[src/rtl/instr_encode_loader.sv]
// Instruction encoder/loader: packs instruction fields into the 16-bit format,
// range-checks immediates and writes words to instruction memory at an auto-incrementing address.
module instr_encode_loader #(
    parameter int ADDR_W    = 8,
    parameter int BASE_ADDR = 0
) (
    input  logic              clk,
    input  logic              reset_n,
    input  logic              in_valid,
    output logic              in_ready,
    input  logic [1:0]        fmt,
    input  logic [2:0]        opcode,
    input  logic [1:0]        op,
    input  logic [2:0]        rn,
    input  logic [2:0]        rd,
    input  logic [2:0]        rm,
    input  logic [1:0]        shift,
    input  logic [15:0]       imm,
    input  logic              clr,
    output logic              mem_wr,
    output logic [ADDR_W-1:0] mem_addr,
    output logic [15:0]       mem_wdata,
    input  logic              mem_ack,
    output logic              err,
    output logic              full,
    output logic [ADDR_W:0]   count
);

    typedef enum logic [1:0] {IDLE, WRITE, ERR, FULL} state_t;

    localparam logic [ADDR_W-1:0] BASE = ADDR_W'(BASE_ADDR);
    localparam logic [ADDR_W-1:0] LAST = '1;

    state_t            state, state_nxt;
    logic [ADDR_W-1:0] addr_nxt;
    logic [ADDR_W:0]   count_nxt;
    logic [15:0]       wdata_nxt;
    logic [15:0]       word;
    logic              legal;

    // Field packing; unused fields of a format are simply not routed.
    always_comb begin
        word = {opcode, op, 11'b0};
        case (fmt)
            2'd0:    word[10:0] = {rn, rd, shift, rm};
            2'd1:    word[10:0] = {rn, imm[7:0]};
            2'd2:    word[10:0] = {rn, rd, imm[4:0]};
            default: word[10:0] = 11'b0;
        endcase
    end

    // Immediate fits iff all bits above the field's sign bit replicate it.
    always_comb begin
        legal = 1'b1;
        case (fmt)
            2'd1:    legal = (&imm[15:7]) | ~(|imm[15:7]);
            2'd2:    legal = (&imm[15:4]) | ~(|imm[15:4]);
            default: legal = 1'b1;
        endcase
    end

    assign in_ready = (state == IDLE) && !clr;
    assign mem_wr   = (state == WRITE);
    assign err      = (state == ERR);
    assign full     = (state == FULL);

    always_comb begin
        state_nxt = state;
        addr_nxt  = mem_addr;
        count_nxt = count;
        wdata_nxt = mem_wdata;
        case (state)
            IDLE: begin
                if (clr) begin
                    addr_nxt  = BASE;
                    count_nxt = '0;
                end else if (in_valid) begin
                    if (legal) begin
                        wdata_nxt = word;
                        state_nxt = WRITE;
                    end else begin
                        state_nxt = ERR;
                    end
                end
            end
            WRITE: begin
                // clr is deliberately not looked at: an issued write always completes.
                if (mem_ack) begin
                    count_nxt = count + 1'b1;
                    if (mem_addr == LAST) begin
                        state_nxt = FULL;
                    end else begin
                        addr_nxt  = mem_addr + 1'b1;
                        state_nxt = IDLE;
                    end
                end
            end
            ERR: begin
                state_nxt = IDLE;
                if (clr) begin
                    addr_nxt  = BASE;
                    count_nxt = '0;
                end
            end
            FULL: begin
                if (clr) begin
                    addr_nxt  = BASE;
                    count_nxt = '0;
                    state_nxt = IDLE;
                end
            end
            default: state_nxt = IDLE;
        endcase
    end

    always_ff @(posedge clk or negedge reset_n) begin
        if (!reset_n) begin
            state     <= IDLE;
            mem_addr  <= BASE;
            count     <= '0;
            mem_wdata <= '0;
        end else begin
            state     <= state_nxt;
            mem_addr  <= addr_nxt;
            count     <= count_nxt;
            mem_wdata <= wdata_nxt;
        end
    end

endmodule

[config.mk]
export PLATFORM = sky130hd
export DESIGN_NAME = instr_encode_loader
export DESIGN_NICKNAME = d
export VERILOG_FILES = /design/src/rtl/instr_encode_loader.sv
export SDC_FILE = /design/constraint.sdc
export NUM_CORES = 1
export LEC_CHECK = 0
export BUFFER_PORTS_ARGS = -buffer_cell sky130_fd_sc_hd__buf_2
export CAP_MARGIN = 20
export CORE_MARGIN = 2
export CORE_UTILIZATION = 35
export CTS_CLUSTER_DIAMETER = 100
export DETAILED_ROUTE_END_ITERATION = 16
export GPL_ROUTABILITY_DRIVEN = 1
export HOLD_SLACK_MARGIN = 0.02
export PLACE_DENSITY_LB_ADDON = 0.08
export SLEW_MARGIN = 20
export SYNTH_ARGS = -nofsm -noshare
export SYNTH_HDL_FRONTEND = slang
export SYNTH_SLANG_ARGS = --single-unit
[constraint.sdc]
create_clock -name clk -period 2.4 [get_ports clk]
set_clock_uncertainty 0.05 [all_clocks]
set_input_delay 0 -clock clk [delete_from_list [all_inputs] [get_ports clk]]
set_output_delay 0 -clock clk [all_outputs]
set_load 0.005 [all_outputs]
==> metrics.cfg, run 1 <==
[worst_setup_path]
cp.depth=5
reg2reg_slack_ns=0.54
critical_path_arrival_ns=1.99
crit_type=flop to flop
r2r_cells=5
reg2reg_to=count[4]
crit_family=flip-flops
end_kind=flop
slowest_delay_ns=0.52
crit-reg2reg-launch=state[1]
cp_cell_sequence=and3b_1, a21oi_1, nand4b_1, xor2_1, nor2_1
cpMaxStageDelayCell=dfrtp_1
startpoint_type=flop
startpoint=state[1]
timing.critical_path.buf_inv=0
critPathCapture=count[4]
required_ns=2.53
worst-path-max-fanout=11

[floorplanning]
die_h_um=78.7
initial_core_util_pct=35.9
die_w_um=78.7
ioPinCount=76
fp-row-count=27
core_area_sq_um=5440
die_area_sq_um=6200

[route]
firstDrtPassIters=4
avgViaCountPerCell=4.76
drcViolationCount=0
ant_nets=0
drt_iter0_markers=46
num_vias=1646
wl_per_cell_um=12.7
routed_wl_um=4400

[timing]
rsz0062_at_grt=false
maxSlewViolCount=0
holdWs_ns=0.0300
fmax_ghz=0.539
worst_pin_slew_ns=0.985
max_slew_margin_pct=34.2
worst_slack_ns=0.545
setup_viol=0
finalHoldViolCount=0
period_share_pct=77.3
fin_setup_tns_ns=0
finalCriticalPeriod_ns=1.86

[cts]
clock_sinks=35
cts_max_level=2
cts_buffers=5
cts_tree=done
clk_latency_ns=0.28
clockBufferDepth=2
cts.root.buffer_cell=clkbuf_8
clkTransAtPathRegs_ns=0.08

[layout]
layout_commonest_cell=buf_2
final_cell_mix=buf_2, dfrtp_1, nor2_1
nFillCells=547
antenna_cells=0
nets=318
area_growth_pct=34.1
drive_gt1_share_pct=38.3

[logic_synthesis]
synth_area_sq_um=1950
synth_warnings=0
synth-compound-area-share_pct=9.35
syn_inst=187
avgSynthCellArea_sq_um=10.5
synth_seq_cells=35
yosys.area_share.simple_pct=21.6
synth_xor_area_share_pct=5.83
synth_nets=232
synthMuxAreaShare_pct=10.9
synth_top_family_by_area=simple AND/OR/NAND/NOR gates
synthAdderAreaFrac_pct=3.84
synth_edf_count=0
ys_async_sr_fraction_pct=100
synth_cell_type_count=48
synth_ff_type=dfrtp_1
ys_seq_area_share_pct=44.8

[global_routing]
grt_max_degree=36
grt_overflow=0
grt_pass1_vias=1549
antenna_found_initial=0
grtUsageTotal_pct=14.6
grt_pass1_wl_um=7030

[job]
cap_viol_max_count=0

[place]
place_hpwl_um=3250
dp_slack_ns=0.345
portBuffers=75
gp_congestion=0.742

[min_path]
hp-class=input port to flop

[status]
status=complete, no violations

[power_and_ir_drop]
vdd_drop_max_mv=0.317
finalPower_uw=2200
p_leak_uw=0.00135
power.density_nw_per_um2=839

==> cell usage after synthesis (all sizes together), types with 4 or more instances <==
library cell / count / share of area [%]
a22oi: 8 / 3.1
clkbuf: 4 / 0.83
dfrtp: 35 / 45
ha: 6 / 3.8
inv: 9 / 1.7
mux2: 14 / 9.4
nand2: 14 / 2.7
nand3: 5 / 1.3
nand4: 4 / 1.3
nor2: 26 / 5.0
nor3: 4 / 1.6
o21ai: 4 / 1.0
xnor2: 5 / 2.2
xor2: 8 / 3.6
==> tightest hold or removal path: stages <==
cell	delay (ns)
buf_2	0.11
nand3b_1	0.12
o21ai_0	0.09
==> routing by layer <==
layer  share of wire, %  global-route usage [%]  up-vias  wire, um
met5                  0                       0        -         0
met4               0.75                    4.21        0        33
met3                6.1                    4.55        5       269
met2                 49                    25.1       49      2140
met1                 44                    17.5      763      1950
li1                   -                       -      829         -
==> timing repair <==
item / in CTS / in global routing
hold buffers: 9 / 0
setup buffers: 0 / 0
gates resized for setup: 0 / 0
endpoints found under the hold margin: 43 / 0
==> cell families after synthesis <==
logic type,after synthesis
and+or+nand+nor,77
DFF,35
AOI/OAI and AO/OA,23
muxes,17
buffers and inverters,16
xor gates and xnor gates,13
adders and majority gates,6
==> where the power goes <==
part	switching [uW]	total (uW)	internal (uW)
Sequential	137	886	749
Combinational	305	680	375
Clock	219	634	415
==> metrics by stage <==
step                      area, sq um  util, %  std cells
final                            2620     48.2        346
after global routing             2620     48.2        346
after CTS                        2620     48.2        346
after detailed placement         2400     44.1        329
after global placement           2400     44.1        329
after floorplan                  1950        -        187
==> layout make-up <==
class                   instances  area, sq um  share of cell area, %
clock buffers                   6         72.6                   2.77
clock inverters                 2         60.1                   2.29
inverters                       9         33.8                   1.29
multi-input cells             136         1010                   38.5
flip-flops and latches         35          876                   33.4
well taps                      72         90.1                   3.44
repair buffers                 86          480                   18.3
==> sequential cells by signal, indices dropped and copies added (netlist names) <==
register	cells
mem_wdata	16
state	2
mem_addr	8
count	9
==> how the worst min path moves through the flow <==
stage | start | endpoint | slack, ns | depth (start not counted)
after floorplan | reset_n | count[0] | -0.35 | 0
after global placement | reset_n | mem_addr[2] | 0.08 | 1
after detailed placement | reset_n | mem_addr[2] | 0.09 | 1
after CTS | in_valid | state[0] | 0.02 | 3
after global routing | in_valid | state[0] | 0.04 | 3
final | mem_ack | count[0] | 0.03 | 3
No activity file was read; power rests on OpenSTA's default activity.
==> inputs of run 2 (changes only) <==
==> constraint.sdc (replaced) <==
create_clock -name clk -period 1.7 [get_ports clk]
set_clock_uncertainty 0.05 [all_clocks]
set_input_delay 0 -clock clk [delete_from_list [all_inputs] [get_ports clk]]
set_output_delay 0 -clock clk [all_outputs]
set_load 0.005 [all_outputs]
==> run 2 against run 1 <==
Die area did not move; final cell count rose by 7.5%; non-clock buffer count rose by 27; largest cell class unchanged; highest routed layer unchanged.
==> metrics.cfg, run 2 (synthesis gave the netlist of run 1 again) <==
[layout]
top_register=mem_wdata
area_growth_pct=44.9
nFillCells=535  ; -2.2%
fin_cells=372  ; +7.5%
nets=345  ; +8.5%
largest_register_ffs=16  ; unchanged
seq_area_sq_um=876  ; unchanged
layout_commonest_cell=buf_2
final_area_sq_um=2830  ; +8.1%
multi_input_area_sq_um=1040  ; +2.9%
final_cell_mix=buf_2, dfrtp_1, buf_4
drive_gt1_share_pct=45.7  ; +7.3 points
antenna_cells=0  ; unchanged
reg_top3=mem_wdata (16), count (9), mem_addr (8)

[status]
status=complete, no violations

[floorplanning]
initial_core_util_pct=35.9  ; unchanged
fp-row-count=27  ; unchanged
core_area_sq_um=5440  ; unchanged
die_w_um=78.7  ; unchanged
die_h_um=78.7  ; unchanged
die_area_sq_um=6200  ; unchanged
ioPinCount=76  ; unchanged

[worst_setup_path]
crit-reg2reg-launch=mem_addr[1]
startpoint_type=flop
startpoint=mem_addr[1]
r2r_cells=5  ; unchanged
reg2reg_to=mem_addr[7]
required_ns=1.86  ; -0.67 ns
reg2reg_slack_ns=0.07  ; -0.48 ns
critical_path_arrival_ns=1.79  ; -0.20 ns
worst-path-max-fanout=3  ; -8
end_kind=flop
crit_type=flop to flop

[timing]
maxSlewViolCount=0  ; unchanged
holdWs_ns=0.0339  ; +0.00396 ns
max_slew_margin_pct=72.9  ; +39 points
fmax_ghz=0.613  ; +14%
finalCriticalPeriod_ns=1.63  ; -0.224 ns
finalHoldViolCount=0  ; unchanged
worst_pin_slew_ns=0.404  ; -0.582 ns
period_share_pct=95.9  ; +19 points
rsz0062_at_grt=false
setup_viol=0  ; unchanged

[job]
cap_viol_max_count=0  ; unchanged

[global_routing]
grt_pass1_wl_um=7820  ; +11%
grt_overflow=0  ; unchanged
grt_pass1_vias=1698  ; +9.6%
grtUsageTotal_pct=16.0  ; +1.4 points
antenna_found_initial=0  ; unchanged
grt_max_degree=36  ; unchanged

[min_path]
hold_end=state[0]
worstHoldStart=in_valid
hold_depth=3  ; unchanged
hp-class=input port to flop

[power_and_ir_drop]
power.density_nw_per_um2=1060  ; +26%
vdd_drop_max_mv=0.582  ; +84%
p_leak_uw=0.00148  ; +9.5%
finalPower_uw=3000  ; +36%

[route]
drt_iter0_markers=51  ; +11%
avgViaCountPerCell=4.62  ; -2.9%
num_vias=1719  ; +4.4%
firstDrtPassIters=4  ; unchanged
wl_per_cell_um=12.6  ; -1.2%
ant_nets=0  ; unchanged
drcViolationCount=0  ; unchanged
routed_wl_um=4670  ; +6.3%

[place]
place_hpwl_um=3510  ; +7.9%
place_area_sq_um=2640  ; +10%
gp_congestion=0.760  ; +2.4%
dp.cells=356  ; +8.2%
portBuffers=75  ; unchanged

[cts]
cts_max_level=2  ; unchanged
clock_sinks=35  ; unchanged
cts_tree=done
clkTransAtPathRegs_ns=0.07  ; about the same
clk_latency_ns=0.28  ; about the same
cts.root.buffer_cell=clkbuf_8
clockBufferDepth=2  ; unchanged
cts_buffers=5  ; unchanged

run 2: power breakdown:
part	switching [uW]	internal, uW	total [uW]	leakage (uW)
logic	507	664	1170	0.000973
clock network	297	318	615	0.0000470
registers	154	1060	1210	0.000462
total	958	2040	3000	0.00148
run 2: layout make-up:
cell class / instances / share of cell area (%)
clock buffers: 6 / 2.92
clock inverters: 1 / 0.177
inverters: 9 / 1.19
multi-input cells: 136 / 36.6
flip-flops and latches: 35 / 30.9
well taps: 72 / 3.18
repair buffers: 113 / 25.0
run 2: per-layer routing:
| metal | track usage, % | vias up | part of all wire, % |
|---|---|---|---|
| met5 | 0 | - | 0 |
| met4 | 4.74 | 0 | 0.96 |
| met3 | 3.64 | 7 | 5.5 |
| met2 | 27.6 | 50 | 49 |
| met1 | 20.0 | 776 | 45 |
| li1 | - | 886 | - |
run 2: critical path: stages, from the launching register on:
cell and delay (ns):
dfrtp_1 0.39, ha_2 0.20, and4b_2 0.25, or4_4 0.42
xor2_1 0.15, nor2_1 0.10
run 2: worst max path at each step:
stage / slack, ns / end / cells past startpoint
after floorplan: 0.03 / mem_addr[7] / 5
after global placement: -0.006 / mem_wdata[12] / 7
after detailed placement: -0.03 / mem_wdata[5] / 7
after CTS: 0.01 / mem_addr[0] / 5
after global routing: 0.003 / mem_addr[7] / 5
final: 0.07 / mem_addr[7] / 5
run 2: through the flow:
step	worst slack, ns	TNS (ns)	utilization [%]
2_1_floorplan	0.0335	0	-
3_3_place_gp	-0.00561	-0.0342	48.5
3_5_place_dp	-0.0344	-0.274	48.5
4_1_cts	0.0113	0	51.8
5_1_grt	0.00275	0	52.1
6_report	0.0689	0	52.1
run 2: timing repair:
item                       4_1_cts  5_1_grt
hold endpoints to repair        43        0
setup endpoints to repair        0        7
hold buffers                     9        0
gates resized for setup          0        5
buffers inserted                 0        0
